### config.mk
export PLATFORM = sky130hd
export DESIGN_NAME = bcd_calc_ctrl_flat
export DESIGN_NICKNAME = d
export VERILOG_FILES = /design/src/rtl/bcd_calc_ctrl_pkg.sv /design/src/rtl/bcd_calc_ctrl_if.sv /design/src/rtl/bcd_calc_ctrl_subtractor.sv /design/src/rtl/bcd_calc_ctrl.sv /design/src/flat_wrapper.sv
export SDC_FILE = /design/constraint.sdc
export NUM_CORES = 1
export LEC_CHECK = 0
export CORE_MARGIN = 5
export CORE_UTILIZATION = 35
export DETAILED_ROUTE_END_ITERATION = 16
export PLACE_DENSITY_LB_ADDON = 0.2
export SETUP_SLACK_MARGIN = 0.15
export SLEW_MARGIN = 30
export SYNTH_ARGS = -nofsm -noshare
export SYNTH_HDL_FRONTEND = slang
export SYNTH_SLANG_ARGS = --single-unit
### constraint.sdc
create_clock -name clk -period 6.7 [get_ports clk]
set_clock_uncertainty 0.05 [all_clocks]
set_input_delay 1.005 -clock clk [delete_from_list [all_inputs] [get_ports clk]]
set_output_delay 1.005 -clock clk [all_outputs]
set_load 0.01 [all_outputs]
### src/rtl/bcd_calc_ctrl_pkg.sv
// -----------------------------------------------------------------------------
// bcd_calc_ctrl_pkg
// Shared constants for the BCD calculator sequencer:
//   state_e   - sequencer states (encodings are visible on state_o)
//   OFF_CODE  - digit code that the seven-segment decoder renders as blank
//   BCD_MAX   - largest legal BCD digit
//   NDIG_REQ  - operand width in digits that the subtractor supports
// -----------------------------------------------------------------------------
package bcd_calc_ctrl_pkg;

  typedef enum logic [1:0] {
    ST_LOAD_X = 2'd0,
    ST_LOAD_Y = 2'd1,
    ST_CALC   = 2'd2,
    ST_DONE   = 2'd3
  } state_e;

  localparam logic [3:0] OFF_CODE = 4'hF;
  localparam logic [3:0] BCD_MAX  = 4'd9;
  localparam int         NDIG_REQ = 3;

  // Calculator-style entry: existing digits move one place left and the new
  // digit lands in the ones position. Layout is {huns, tens, ones}.
  function automatic logic [11:0] shift_in(input logic [11:0] v, input logic [3:0] d);
    return {v[7:0], d};
  endfunction

endpackage

### src/rtl/bcd_calc_ctrl_if.sv
// -----------------------------------------------------------------------------
// bcd_calc_ctrl_if
// Bundles the keypad strobes, result handshake and display bus of the
// BCD calculator sequencer.
//   master : keypad/consumer side (drives strobes and res_ready)
//   slave  : the sequencer (drives display, result, err, state_o)
//
// Handshake: res_valid/res_ready. A result transfers on any rising clock edge
// where res_valid && res_ready. While res_valid is high and res_ready is low
// the producer keeps res_valid and res_* stable; res_valid never drops before
// the transfer except on clr_stb or reset, which discard the result.
// -----------------------------------------------------------------------------
interface bcd_calc_ctrl_if;
  logic [3:0] digit_in;
  logic       digit_stb;
  logic       enter_stb;
  logic       clr_stb;
  logic       res_ready;
  logic [3:0] disp_ones;
  logic [3:0] disp_tens;
  logic [3:0] disp_huns;
  logic       disp_neg;
  logic       res_valid;
  logic [3:0] res_ones;
  logic [3:0] res_tens;
  logic [3:0] res_huns;
  logic       res_neg;
  logic       err;
  logic [1:0] state_o;

  modport master (
    output digit_in, digit_stb, enter_stb, clr_stb, res_ready,
    input  disp_ones, disp_tens, disp_huns, disp_neg,
    input  res_valid, res_ones, res_tens, res_huns, res_neg, err, state_o
  );

  modport slave (
    input  digit_in, digit_stb, enter_stb, clr_stb, res_ready,
    output disp_ones, disp_tens, disp_huns, disp_neg,
    output res_valid, res_ones, res_tens, res_huns, res_neg, err, state_o
  );
endinterface

### src/rtl/bcd_calc_ctrl_subtractor.sv
// -----------------------------------------------------------------------------
// bcd_subtractor
// Combinational 3-digit BCD magnitude subtractor.
//   a, b  in  12  operands, {huns, tens, ones}
//   diff  out 12  |a - b| in BCD
//   sign  out 1   1 when a >= b
// Both a-b and b-a are formed with a digit-wise borrow chain; the final
// borrow of a-b selects which one is the magnitude.
// -----------------------------------------------------------------------------
module bcd_subtractor (
  input  logic [11:0] a,
  input  logic [11:0] b,
  output logic [11:0] diff,
  output logic        sign
);

  // Returns {borrow_out, difference}. A negative digit result wraps in 5 bits;
  // adding 10 back leaves the correct BCD digit in the low nibble.
  function automatic logic [12:0] bcd_sub(input logic [11:0] p, input logic [11:0] q);
    logic [4:0]  t;
    logic        brw;
    logic [11:0] d;
    brw = 1'b0;
    d   = '0;
    for (int i = 0; i < 3; i++) begin
      t   = {1'b0, p[i*4 +: 4]} - {1'b0, q[i*4 +: 4]} - {4'd0, brw};
      brw = t[4];
      if (brw) t = t + 5'd10;
      d[i*4 +: 4] = t[3:0];
    end
    return {brw, d};
  endfunction

  logic [12:0] a_minus_b;
  logic [12:0] b_minus_a;

  always_comb begin
    a_minus_b = bcd_sub(a, b);
    b_minus_a = bcd_sub(b, a);
    sign      = ~a_minus_b[12];
    diff      = sign ? a_minus_b[11:0] : b_minus_a[11:0];
  end

endmodule

### src/rtl/bcd_calc_ctrl.sv
// -----------------------------------------------------------------------------
// bcd_calc_ctrl
// Sequencer for the 3-digit BCD subtractor: collects X then Y from keypad
// strobes, computes |X-Y| and sign, holds the result for a valid/ready
// consumer and drives a 3-digit display.
//   clk, rst_n  clock (rising edge), asynchronous active-low reset
//   bus         bcd_calc_ctrl_if.slave: strobes, res_ready in; display,
//               result, err and state_o out
// Parameters:
//   BLANK_LZ  1 = leading-zero huns/tens shown as OFF_CODE (ones never blank)
//   NDIG      digits per operand; only 3 is supported
// Build option:
//   BCD_CALC_ACCUM_EN  when defined, an accepted result becomes the next X and
//                      the sequencer resumes in LOAD_Y (chained subtraction);
//                      a negative result instead clears X and sets err.
// Strobe priority: clr_stb > enter_stb > digit_stb; losers are dropped.
// -----------------------------------------------------------------------------
module bcd_calc_ctrl
  import bcd_calc_ctrl_pkg::*;
#(
  parameter int BLANK_LZ = 1,
  parameter int NDIG     = 3
) (
  input  logic            clk,
  input  logic            rst_n,
  bcd_calc_ctrl_if.slave  bus
);

  if (NDIG != NDIG_REQ) begin : g_ndig_check
    $error("bcd_calc_ctrl: NDIG must be 3");
  end

  state_e      state_q, state_d;
  logic [11:0] x_q, x_d;
  logic [11:0] y_q, y_d;
  logic [1:0]  cnt_q, cnt_d;
  logic [11:0] res_q, res_d;
  logic        res_neg_q, res_neg_d;
  logic        res_valid_q, res_valid_d;
  logic        err_q, err_d;

  logic [11:0] sub_diff;
  logic        sub_sign;

  bcd_subtractor u_sub (
    .a    (x_q),
    .b    (y_q),
    .diff (sub_diff),
    .sign (sub_sign)
  );

  always_ff @(posedge clk or negedge rst_n) begin
    if (!rst_n) begin
      state_q     <= ST_LOAD_X;
      x_q         <= '0;
      y_q         <= '0;
      cnt_q       <= '0;
      res_q       <= '0;
      res_neg_q   <= 1'b0;
      res_valid_q <= 1'b0;
      err_q       <= 1'b0;
    end else begin
      state_q     <= state_d;
      x_q         <= x_d;
      y_q         <= y_d;
      cnt_q       <= cnt_d;
      res_q       <= res_d;
      res_neg_q   <= res_neg_d;
      res_valid_q <= res_valid_d;
      err_q       <= err_d;
    end
  end

  always_comb begin
    state_d     = state_q;
    x_d         = x_q;
    y_d         = y_q;
    cnt_d       = cnt_q;
    res_d       = res_q;
    res_neg_d   = res_neg_q;
    res_valid_d = res_valid_q;
    err_d       = err_q;

    if (bus.clr_stb) begin
      state_d     = ST_LOAD_X;
      x_d         = '0;
      y_d         = '0;
      cnt_d       = '0;
      res_d       = '0;
      res_neg_d   = 1'b0;
      res_valid_d = 1'b0;
      err_d       = 1'b0;
    end else begin
      case (state_q)
        ST_LOAD_X, ST_LOAD_Y: begin
          if (bus.enter_stb) begin
            if (state_q == ST_LOAD_X) begin
              state_d = ST_LOAD_Y;
              y_d     = '0;
              cnt_d   = '0;
            end else begin
              state_d = ST_CALC;
            end
          end else if (bus.digit_stb) begin
            // Over-long entry and non-BCD codes leave the operand untouched.
            if ((bus.digit_in > BCD_MAX) || (cnt_q == 2'(NDIG))) begin
              err_d = 1'b1;
            end else begin
              cnt_d = cnt_q + 2'd1;
              if (state_q == ST_LOAD_X) x_d = shift_in(x_q, bus.digit_in);
              else                      y_d = shift_in(y_q, bus.digit_in);
            end
          end
        end
        ST_CALC: begin
          res_d       = sub_diff;
          res_neg_d   = ~sub_sign;
          res_valid_d = 1'b1;
          state_d     = ST_DONE;
        end
        ST_DONE: begin
          if (res_valid_q && bus.res_ready) begin
            res_valid_d = 1'b0;
            y_d         = '0;
            cnt_d       = '0;
`ifdef BCD_CALC_ACCUM_EN
            state_d = ST_LOAD_Y;
            if (res_neg_q) begin
              x_d   = '0;
              err_d = 1'b1;
            end else begin
              x_d = res_q;
            end
`else
            state_d = ST_LOAD_X;
            x_d     = '0;
`endif
          end
        end
        default: state_d = ST_LOAD_X;
      endcase
    end
  end

  // Display: combinational mux of registered values with leading-zero blanking.
  logic [11:0] disp_src;

  always_comb begin
    case (state_q)
      ST_LOAD_X: disp_src = x_q;
      ST_DONE:   disp_src = res_q;
      default:   disp_src = y_q;
    endcase
    bus.disp_ones = disp_src[3:0];
    bus.disp_tens = disp_src[7:4];
    bus.disp_huns = disp_src[11:8];
    if (BLANK_LZ != 0) begin
      if (disp_src[11:8] == 4'd0) bus.disp_huns = OFF_CODE;
      if (disp_src[11:4] == 8'd0) bus.disp_tens = OFF_CODE;
    end
    bus.disp_neg = (state_q == ST_DONE) && res_neg_q;
  end

  assign bus.res_valid = res_valid_q;
  assign bus.res_ones  = res_q[3:0];
  assign bus.res_tens  = res_q[7:4];
  assign bus.res_huns  = res_q[11:8];
  assign bus.res_neg   = res_neg_q;
  assign bus.err       = err_q;
  assign bus.state_o   = state_q;

endmodule

### src/flat_wrapper.sv
// flat-port wrapper written by rule: the top's interface ports become plain ports
module bcd_calc_ctrl_flat import bcd_calc_ctrl_pkg::*;
#(
  parameter int BLANK_LZ = 1,
  parameter int NDIG     = 3
)
  (clk, rst_n, bus_digit_in, bus_digit_stb, bus_enter_stb, bus_clr_stb, bus_res_ready, bus_disp_ones, bus_disp_tens, bus_disp_huns, bus_disp_neg, bus_res_valid, bus_res_ones, bus_res_tens, bus_res_huns, bus_res_neg, bus_err, bus_state_o);
  bcd_calc_ctrl_if bus_i ();
  input  logic clk;
  input  logic rst_n;
  input wire logic [$bits(bus_i.digit_in)-1:0] bus_digit_in;
  input wire logic [$bits(bus_i.digit_stb)-1:0] bus_digit_stb;
  input wire logic [$bits(bus_i.enter_stb)-1:0] bus_enter_stb;
  input wire logic [$bits(bus_i.clr_stb)-1:0] bus_clr_stb;
  input wire logic [$bits(bus_i.res_ready)-1:0] bus_res_ready;
  output wire logic [$bits(bus_i.disp_ones)-1:0] bus_disp_ones;
  output wire logic [$bits(bus_i.disp_tens)-1:0] bus_disp_tens;
  output wire logic [$bits(bus_i.disp_huns)-1:0] bus_disp_huns;
  output wire logic [$bits(bus_i.disp_neg)-1:0] bus_disp_neg;
  output wire logic [$bits(bus_i.res_valid)-1:0] bus_res_valid;
  output wire logic [$bits(bus_i.res_ones)-1:0] bus_res_ones;
  output wire logic [$bits(bus_i.res_tens)-1:0] bus_res_tens;
  output wire logic [$bits(bus_i.res_huns)-1:0] bus_res_huns;
  output wire logic [$bits(bus_i.res_neg)-1:0] bus_res_neg;
  output wire logic [$bits(bus_i.err)-1:0] bus_err;
  output wire logic [$bits(bus_i.state_o)-1:0] bus_state_o;
  assign bus_i.digit_in = bus_digit_in;
  assign bus_i.digit_stb = bus_digit_stb;
  assign bus_i.enter_stb = bus_enter_stb;
  assign bus_i.clr_stb = bus_clr_stb;
  assign bus_i.res_ready = bus_res_ready;
  assign bus_disp_ones = bus_i.disp_ones;
  assign bus_disp_tens = bus_i.disp_tens;
  assign bus_disp_huns = bus_i.disp_huns;
  assign bus_disp_neg = bus_i.disp_neg;
  assign bus_res_valid = bus_i.res_valid;
  assign bus_res_ones = bus_i.res_ones;
  assign bus_res_tens = bus_i.res_tens;
  assign bus_res_huns = bus_i.res_huns;
  assign bus_res_neg = bus_i.res_neg;
  assign bus_err = bus_i.err;
  assign bus_state_o = bus_i.state_o;
  bcd_calc_ctrl #(.BLANK_LZ(BLANK_LZ), .NDIG(NDIG)) u_core (.clk(clk), .rst_n(rst_n), .bus(bus_i));
endmodule
==> impl_results.md <==
* Status: finished clean
* Nets at between 500 and 600
* PortBufs at 39
* DR iter-0 viols at around 180
* Die Y at between 100 and 150 um
* Crit path DAT at ~5.5 ns
* Cell variety after synth at 50
* Top-area cell type share of the netlist area at slightly below 30%
* CORE AREA at approximately 0.010 sq mm
* Max-Cap Viols at 0
* DP Wirelength at between 7000 and 8000 um
* Diodes inserted at 0
* Vias/cell at 5.15
* CP endpoint kind: flop
* Cells after Synth at roughly 440
* First-pass GRT wire length at 15600 um
* Synth top area cells: dfrtp_1 (29%), ha_1 (15%), o21ai_0 (5.6%), fa_1 (4.9%), nand2_1 (4.7%)
* Final Max Slew Viols at 0
* Final Setup Violations at 0
* Slew @ Worst Pin at roughly 0.95 ns
* Setup tns final at 0 ns
* Antenna viol nets, final at 0
* H-tree depth reported by CTS at 2
* Top cells by count, synth: nand2_1 (46), ha_1 (44), dfrtp_1 (43)
* Vias in the first global route at a little over 3000
* Die ar. at approximately 0.013 sq mm
* Syn_area_per_cell at between 8 and 9 sq um
* Clock sink count at 43
* Clock slew at reported path FFs at about 0.090 ns
* WL per Instance at between 15 and 20 um
* Worst EP required at 6.86 ns
* Minimum clock period at between 5 and 6 ns
* Sequential-to-total area share from yosys stat at just under 30%
* Post-Route WL at a little under 10000 um
* FMAX at between 150 and 200 MHz
* Die width at around 110 um
* Critical Path Start Type: flop
* Pre-CTS WS at between 1 and 1.5 ns
* Via count at 3105
* Largest net degree at the start of global routing at 44
* Initial DRT Pass Iterations at 4
* Max clock buf depth at 2
* R2R cell count at 23
* Post-CTS setup buffers at 0
* Warnings, synthesis at 0
* Hold Path Class: flop to flop
* Hold Path Cell Cnt at 2
* Mapped Area at ~0.0037 sq mm
* Main synth FF type: dfrtp_1
* FF+latch count, synth at 43
* Biggest area consumer among synthesized cells: dfrtp_1
* Tcrit/Tclk final at 79.7%
* Synthesized Nets at 501
* Skew-Pair Late Insertion Delay at ~0.3 ns
* Rel. slew slack at 36.7%
* Clk root buf: clkbuf_8
* Synth-to-Final Area Change at 17.4%
* Remaining Overflow, GRT at 0
* Crit Path Category: flop to flop
* RSZ-0062 raised after global routing: no
* FFs w/ async S/R, synth at 100%
* CTS-repair resized insts at 0
* Row cnt at 37
* EDFF count, synth at 0
* # DRC at 0
* Final Hold Violating Endpoints at 0
* Layout cells sized above 1 at 4.93%
* # IOs at 40
* Starting Density at about 36%
* Num CTS Buffers at 5
* TritonCTS clock tree: built
* Initial antenna violation count at 0
* Global Route Usage Sum at around 15%
* Most instantiated library cell after synthesis: nand2_1
* Cts hold-fix bufs at 0
* Placer Congestion at about 0.85
* CP Max Fanout at 6
* Filler cell count at approximately 1100
* Setup ws final at 1.36 ns
[flip-flops by register name, summed over array words and instances, names as in the netlist]
register and cells:
u_core.res_q 12, u_core.x_q 12, u_core.y_q 12, u_core.bus.state_o 2, u_core.cnt_q 2, u_core.bus.err 1, u_core.bus.res_neg 1, u_core.bus.res_valid 1
[worst max-delay path, cell delays in order, from the launching register on]
cell and delay [ns]:
dfrtp_1 0.42, inv_1 0.09, ha_1 0.14, inv_1 0.06, fa_1 0.39, nand3_1 0.10, nand2_1 0.13, fa_1 0.45
fa_1 0.42, nand2b_1 0.18, a211oi_1 0.38, nor2_2 0.12, xnor2_1 0.15, ha_1 0.18, a21o_1 0.19, fa_1 0.47
xor2_1 0.20, ha_1 0.24, nor3b_1 0.19, o21ai_0 0.10, o211ai_1 0.13, xor2_1 0.16, a21oi_1 0.08, a211oi_1 0.25
[layer usage]
layer,vias to the layer above,part of all wire [%],GRT usage [%]
met2,57,49,25.8
met3,8,4.2,2.43
li1,1559,-,-
met5,-,0,0
met1,1481,46,20.6
met4,0,0.81,2.80
[path summary, 6_finish.rpt]
kind	end	slack, ns	from
setup / recovery	u_core.res_q[11]	1.36	u_core.y_q[0]
max in group asynchronous	u_core.res_q[4]	5.56	rst_n
setup reg to reg	u_core.res_q[11]	1.36	u_core.y_q[0]
min in group asynchronous	u_core.bus.err	0.64	rst_n
hold reg to reg	u_core.cnt_q[1]	0.45	u_core.cnt_q[1]
hold / removal	u_core.cnt_q[1]	0.45	u_core.cnt_q[1]
[kinds of logic (layout without fill, tap and decap cells)]
logic type	Yosys count	in the layout	share of synthesized area (%)
muxes	3	3	0.851
adders and majority gates	53	53	19.9
DFF	43	43	29.3
buffers and inverters	64	93	6.81
and+or+nand+nor	133	133	17.0
xor gates and xnor gates	27	27	6.44
AOI/OAI and AO/OA	115	115	19.7
[per-stage QoR]
stage / util [%] / cell area (sq um) / std cells / hold WS (ns)
4_1_cts: 42.0 / 4310 / 603 / 0.455
3_5_place_dp: 40.7 / 4180 / 595 / 0.434
5_1_grt: 42.0 / 4310 / 603 / 0.497
2_1_floorplan: - / 3670 / 438 / 0.404
3_3_place_gp: 40.6 / 4180 / 595 / 0.420
6_report: 42.0 / 4310 / 603 / 0.447
[layout make-up]
class / instances / area, sq um / share of cell area [%]
clock buffers: 6 / 72.6 / 1.68
clock inverters: 2 / 60.1 / 1.39
inverters: 41 / 154 / 3.57
multi-input cells: 331 / 2360 / 54.6
flip-flops and latches: 43 / 1080 / 24.9
well taps: 136 / 170 / 3.94
repair buffers: 44 / 425 / 9.86
[placed cells by master, fill, tap and decap left out, types with 14 or more instances in the layout]
cell type        instances
inv_1                   41
o21ai_0                 41
xnor2_1                 15
ha_1                    43
nor2_1                  37
dfrtp_1                 43
clkdlybuf4s50_1         38
nand3_1                 14
a21oi_1                 24
nand2_1                 46
Power is not shown: default switching activity piles up to over one toggle a cycle in this logic, so the estimate is an artifact.
==> RTL change 1 (config.mk and constraints unchanged) <==
Make the reset (`rst_n`) synchronous in one clocked block. Comments in the files are not updated.
--- a/src/rtl/bcd_calc_ctrl.sv
+++ b/src/rtl/bcd_calc_ctrl.sv
@@ -49,7 +49,7 @@
     .sign (sub_sign)
   );
 
-  always_ff @(posedge clk or negedge rst_n) begin
+  always_ff @(posedge clk) begin
     if (!rst_n) begin
       state_q     <= ST_LOAD_X;
       x_q         <= '0;
Function: differs if rst_n is asserted again (counterexample within 4 cycles, from zero or initial values and one cycle with rst_n low); with rst_n held inactive, the same outputs for 4 cycles.
==> RTL change 1 against the original RTL <==
- design area decreased by 3.7%
- wire length is 3.0% lower
- sequential cell count unchanged
- setup slack better by 0.030 ns
- synthesized area is 3.9% lower
- first-iteration DRC count shrank 43%
- largest cell class unchanged
Power is left out: it rests on default switching activity, and per cell area and clock period it moved more than threefold.
==> RTL change 1: results (changes against the original RTL) <==
* Global-route usage over all layers at 0.151 (was 0.152)
* Fillers at 1043 (was 1067)
* DP HPWL at 6990 um (was 7150 um)
* Final WL at 9350 um (was 9640 um)
* Plain + repair buffers at 45 (was 44)
* Post-Synth Adder-Cell Area at 0.206 (was 0.199)
* Ys async rst share at 0 (was 1.00)
* Worst R2R Path Depth at 22 (was 23)
* M1 WL at 4360 um (was 4450 um)
* Clk cell area share at 0.0283 (was 0.0307)
* Status: finished, final reports clean (unchanged)
* Synth Flop Type: dfxtp_1 (was dfrtp_1)
* Yosys cell types at 45 (was 50)
* Number of global-route vias before repair at 3111 (was 3028)
* Core Util, Final at 0.423 (was 0.420)
* Top post-synthesis cells by area: dfxtp_1 24%, ha_1 15%, a21oi_1 7.8% (was dfrtp_1 29%, ha_1 15%, o21ai_0 5.6%)
* Post-Place Cell Area at 4040 um2 (was 4180 um2)
* Post-synthesis mux area share at 0.0262 (was 0.00851)
* GR Util met2 at 0.257 (was 0.258)
* Via/cell ratio at 5.21 (was 5.15)
* Non-clk buf share at 0.105 (was 0.0986)
* Place WS at 1.39 ns (was 1.42 ns)
* Number of nets in the layout at 536 (was 529)
* Area of the multi-input gates at 2390 um2 (was 2360 um2)
* Compound-Gate Fraction of Synth Area at 0.202 (was 0.197)
* #MultiIn Comb at 330 (was 331)
* Post-synthesis sequential area ratio at 0.244 (was 0.293)
* Synth Area in XOR/XNOR at 0.0620 (was 0.0644)
[RTL change 1: final timing paths]
kind                    from                to  slack, ns
min          u_core.cnt_q[1]   u_core.cnt_q[1]       0.42
min reg2reg  u_core.cnt_q[1]   u_core.cnt_q[1]       0.42
max reg2reg    u_core.y_q[0]  u_core.res_q[11]       1.39
max            u_core.y_q[0]  u_core.res_q[11]       1.39
[RTL change 1: worst max-delay path: stages, from the launching register on]
cell	delay [ns]
dfxtp_1	0.35
inv_1	0.08
ha_1	0.18
inv_1	0.07
fa_1	0.45
a221o_1	0.40
fa_1	0.50
fa_1	0.46
nand2b_1	0.17
a211oi_1	0.34
nor2_1	0.15
inv_1	0.10
fa_1	0.17
inv_1	0.07
fa_1	0.50
xor2_1	0.19
ha_1	0.21
nand3b_1	0.11
o21ai_0	0.08
a22o_1	0.20
a21oi_1	0.14
xnor2_1	0.09
o31ai_1	0.17
==> RTL change 2 (same settings) <==
Made on the original files. `BLANK_LZ` is set to 1 in 2 places; all go to 0. Comments in the files are not updated.
--- a/src/rtl/bcd_calc_ctrl.sv
+++ b/src/rtl/bcd_calc_ctrl.sv
@@ -18,7 +18,7 @@
 module bcd_calc_ctrl
   import bcd_calc_ctrl_pkg::*;
 #(
-  parameter int BLANK_LZ = 1,
+  parameter int BLANK_LZ = 0,
   parameter int NDIG     = 3
 ) (
   input  logic            clk,
--- a/src/flat_wrapper.sv
+++ b/src/flat_wrapper.sv
@@ -1,7 +1,7 @@
 // flat-port wrapper written by rule: the top's interface ports become plain ports
 module bcd_calc_ctrl_flat import bcd_calc_ctrl_pkg::*;
 #(
-  parameter int BLANK_LZ = 1,
+  parameter int BLANK_LZ = 0,
   parameter int NDIG     = 3
 )
   (clk, rst_n, bus_digit_in, bus_digit_stb, bus_enter_stb, bus_clr_stb, bus_res_ready, bus_disp_ones, bus_disp_tens, bus_disp_huns, bus_disp_neg, bus_res_valid, bus_res_ones, bus_res_tens, bus_res_huns, bus_res_neg, bus_err, bus_state_o);
Check against the original RTL: not equivalent (a bounded check fails within 4 cycles, from zero or initial values and one cycle with rst_n low).
==> RTL change 2 against the original RTL <==
- sequential cell count unchanged
- via count shrank 4.0%
- worst hold slack better by 0.0060 ns
- setup slack got worse by 0.088 ns
- synthesized area is 1.4% lower
- design area fell by 2.3%
- wire length fell by 3.1%
- count of clock-buffer cells in the layout fell by 1
Power is left out: the tool's default activity adds up to more than one toggle a clock period on the data nets, which glitch-free logic cannot reach.
==> RTL change 2: results (changes against the original RTL) <==
* Synthesized Nets at 476 (was 501)
* Max Clk Rate at 184 MHz (was 187 MHz)
* CP max FO at 5 (was 6)
* Setup_tns at 0 ns (unchanged)
* Yosys cell types at 49 (was 50)
* Placed cell count at 572 (was 595)
* Number of nets in the layout at 506 (was 529)
* Number of global-route vias before repair at 3030 (was 3028)
* GR Util met2 at 0.253 (was 0.258)
* Via count at 2981 (was 3105)
* DP HPWL at 6820 um (was 7150 um)
* Routing usage on met3 at 0.0272 (was 0.0243)
* Worst slew pin tran at 0.954 ns (was 0.946 ns)
* Most common library cells after synthesis: 44 x ha_1, 43 x dfrtp_1, 43 x inv_1 (was 46 x nand2_1, 44 x ha_1, 43 x dfrtp_1)
* DR iter-0 viols at 127 (was 176)
* Status: finished, final reports clean (unchanged)
* Critical Path AT at 5.56 ns (was 5.51 ns)
* Global Route met1 Usage at 0.216 (was 0.206)
* Worst R2R Setup Slack at 1.27 ns (was 1.36 ns)
* Worst R2R Path Depth at 25 (was 23)
* Via/cell ratio at 5.14 (was 5.15)
* Post-synthesis sequential area ratio at 0.297 (was 0.293)
* Fillers at 1058 (was 1067)
* WHS at 0.453 ns (was 0.447 ns)
* Final Wtd Congestion at 0.888 (was 0.854)
* CTS clk-pin slew, worst paths at 0.10 ns
* Syn Inst Count at 413 (was 438)
* Layout cells sized above 1 at 0.0586 (was 0.0493)
* Post-CTS Setup Bufs at 0 (unchanged)
* Global-route usage over all layers at 0.155 (was 0.152)
* Top post-synthesis cells by area: dfrtp_1 30%, ha_1 15%, fa_1 5.0% (was dfrtp_1 29%, ha_1 15%, o21ai_0 5.6%)
* Final WL at 9340 um (was 9640 um)
* First-pass GRT wire length at 15800 um (was 15600 um)
* Post-Place Cell Area at 4130 um2 (was 4180 um2)
[RTL change 2: changes by cell type in the layout (fill, tap and decap cells not counted), sizes merged, moves of 3 or more]
| cell | before | now |
|---|---|---|
| a21oi | 24 | 28 |
| a221oi | 4 | 11 |
| a22oi | 10 | 3 |
| mux2i | 2 | 5 |
| nand2 | 46 | 42 |
| nor2 | 39 | 21 |
| o21ai | 43 | 40 |
| xnor2 | 15 | 12 |
[RTL change 2: final cells by class]
class	instances	share of cell area
multi-input combinational	305	0.543
sequential	43	0.255
timing repair buffer	44	0.101
tap	136	0.0404
inverter	44	0.0392
clock buffer	5	0.0163
clock inverter	3	0.00475
[RTL change 2: cells by family (layout without fill, tap and decap cells)]
family                   after synthesis  count (layout)  synth area share
multiplexers                           7               7            0.0200
adder cells (fa/ha/maj)               53              53             0.202
buffers and inverters                 65              96            0.0708
XOR/XNOR                              26              26            0.0666
flip-flops                            43              43             0.297
AO/OA/AOI/OAI                        113             113             0.200
AND/OR/NAND/NOR                      106             106             0.144
[RTL change 2: worst max-delay path: stages (launching register included)]
cell and delay (ns):
dfrtp_1 0.42, inv_1 0.08, ha_1 0.16, inv_1 0.05, fa_1 0.39, a21o_1 0.19, a21oi_2 0.21, inv_1 0.08
fa_1 0.41, fa_1 0.40, nand2b_2 0.21, a211oi_2 0.37, nor2_4 0.08, xnor2_1 0.14, ha_1 0.17, a21o_1 0.18
fa_1 0.43, nand2b_1 0.22, nand2_1 0.10, ha_1 0.18, nor2_1 0.06, a22oi_1 0.14, o211ai_1 0.11, xor2_1 0.17
a211oi_1 0.23, nor3_1 0.07
[RTL change 2: routing by layer]
layer  vias to the layer above  part of all wire
li1                       1478                 -
met1                      1450              0.50
met2                        46              0.46
met3                         7             0.029
met4                         0            0.0093
met5                         -                 0
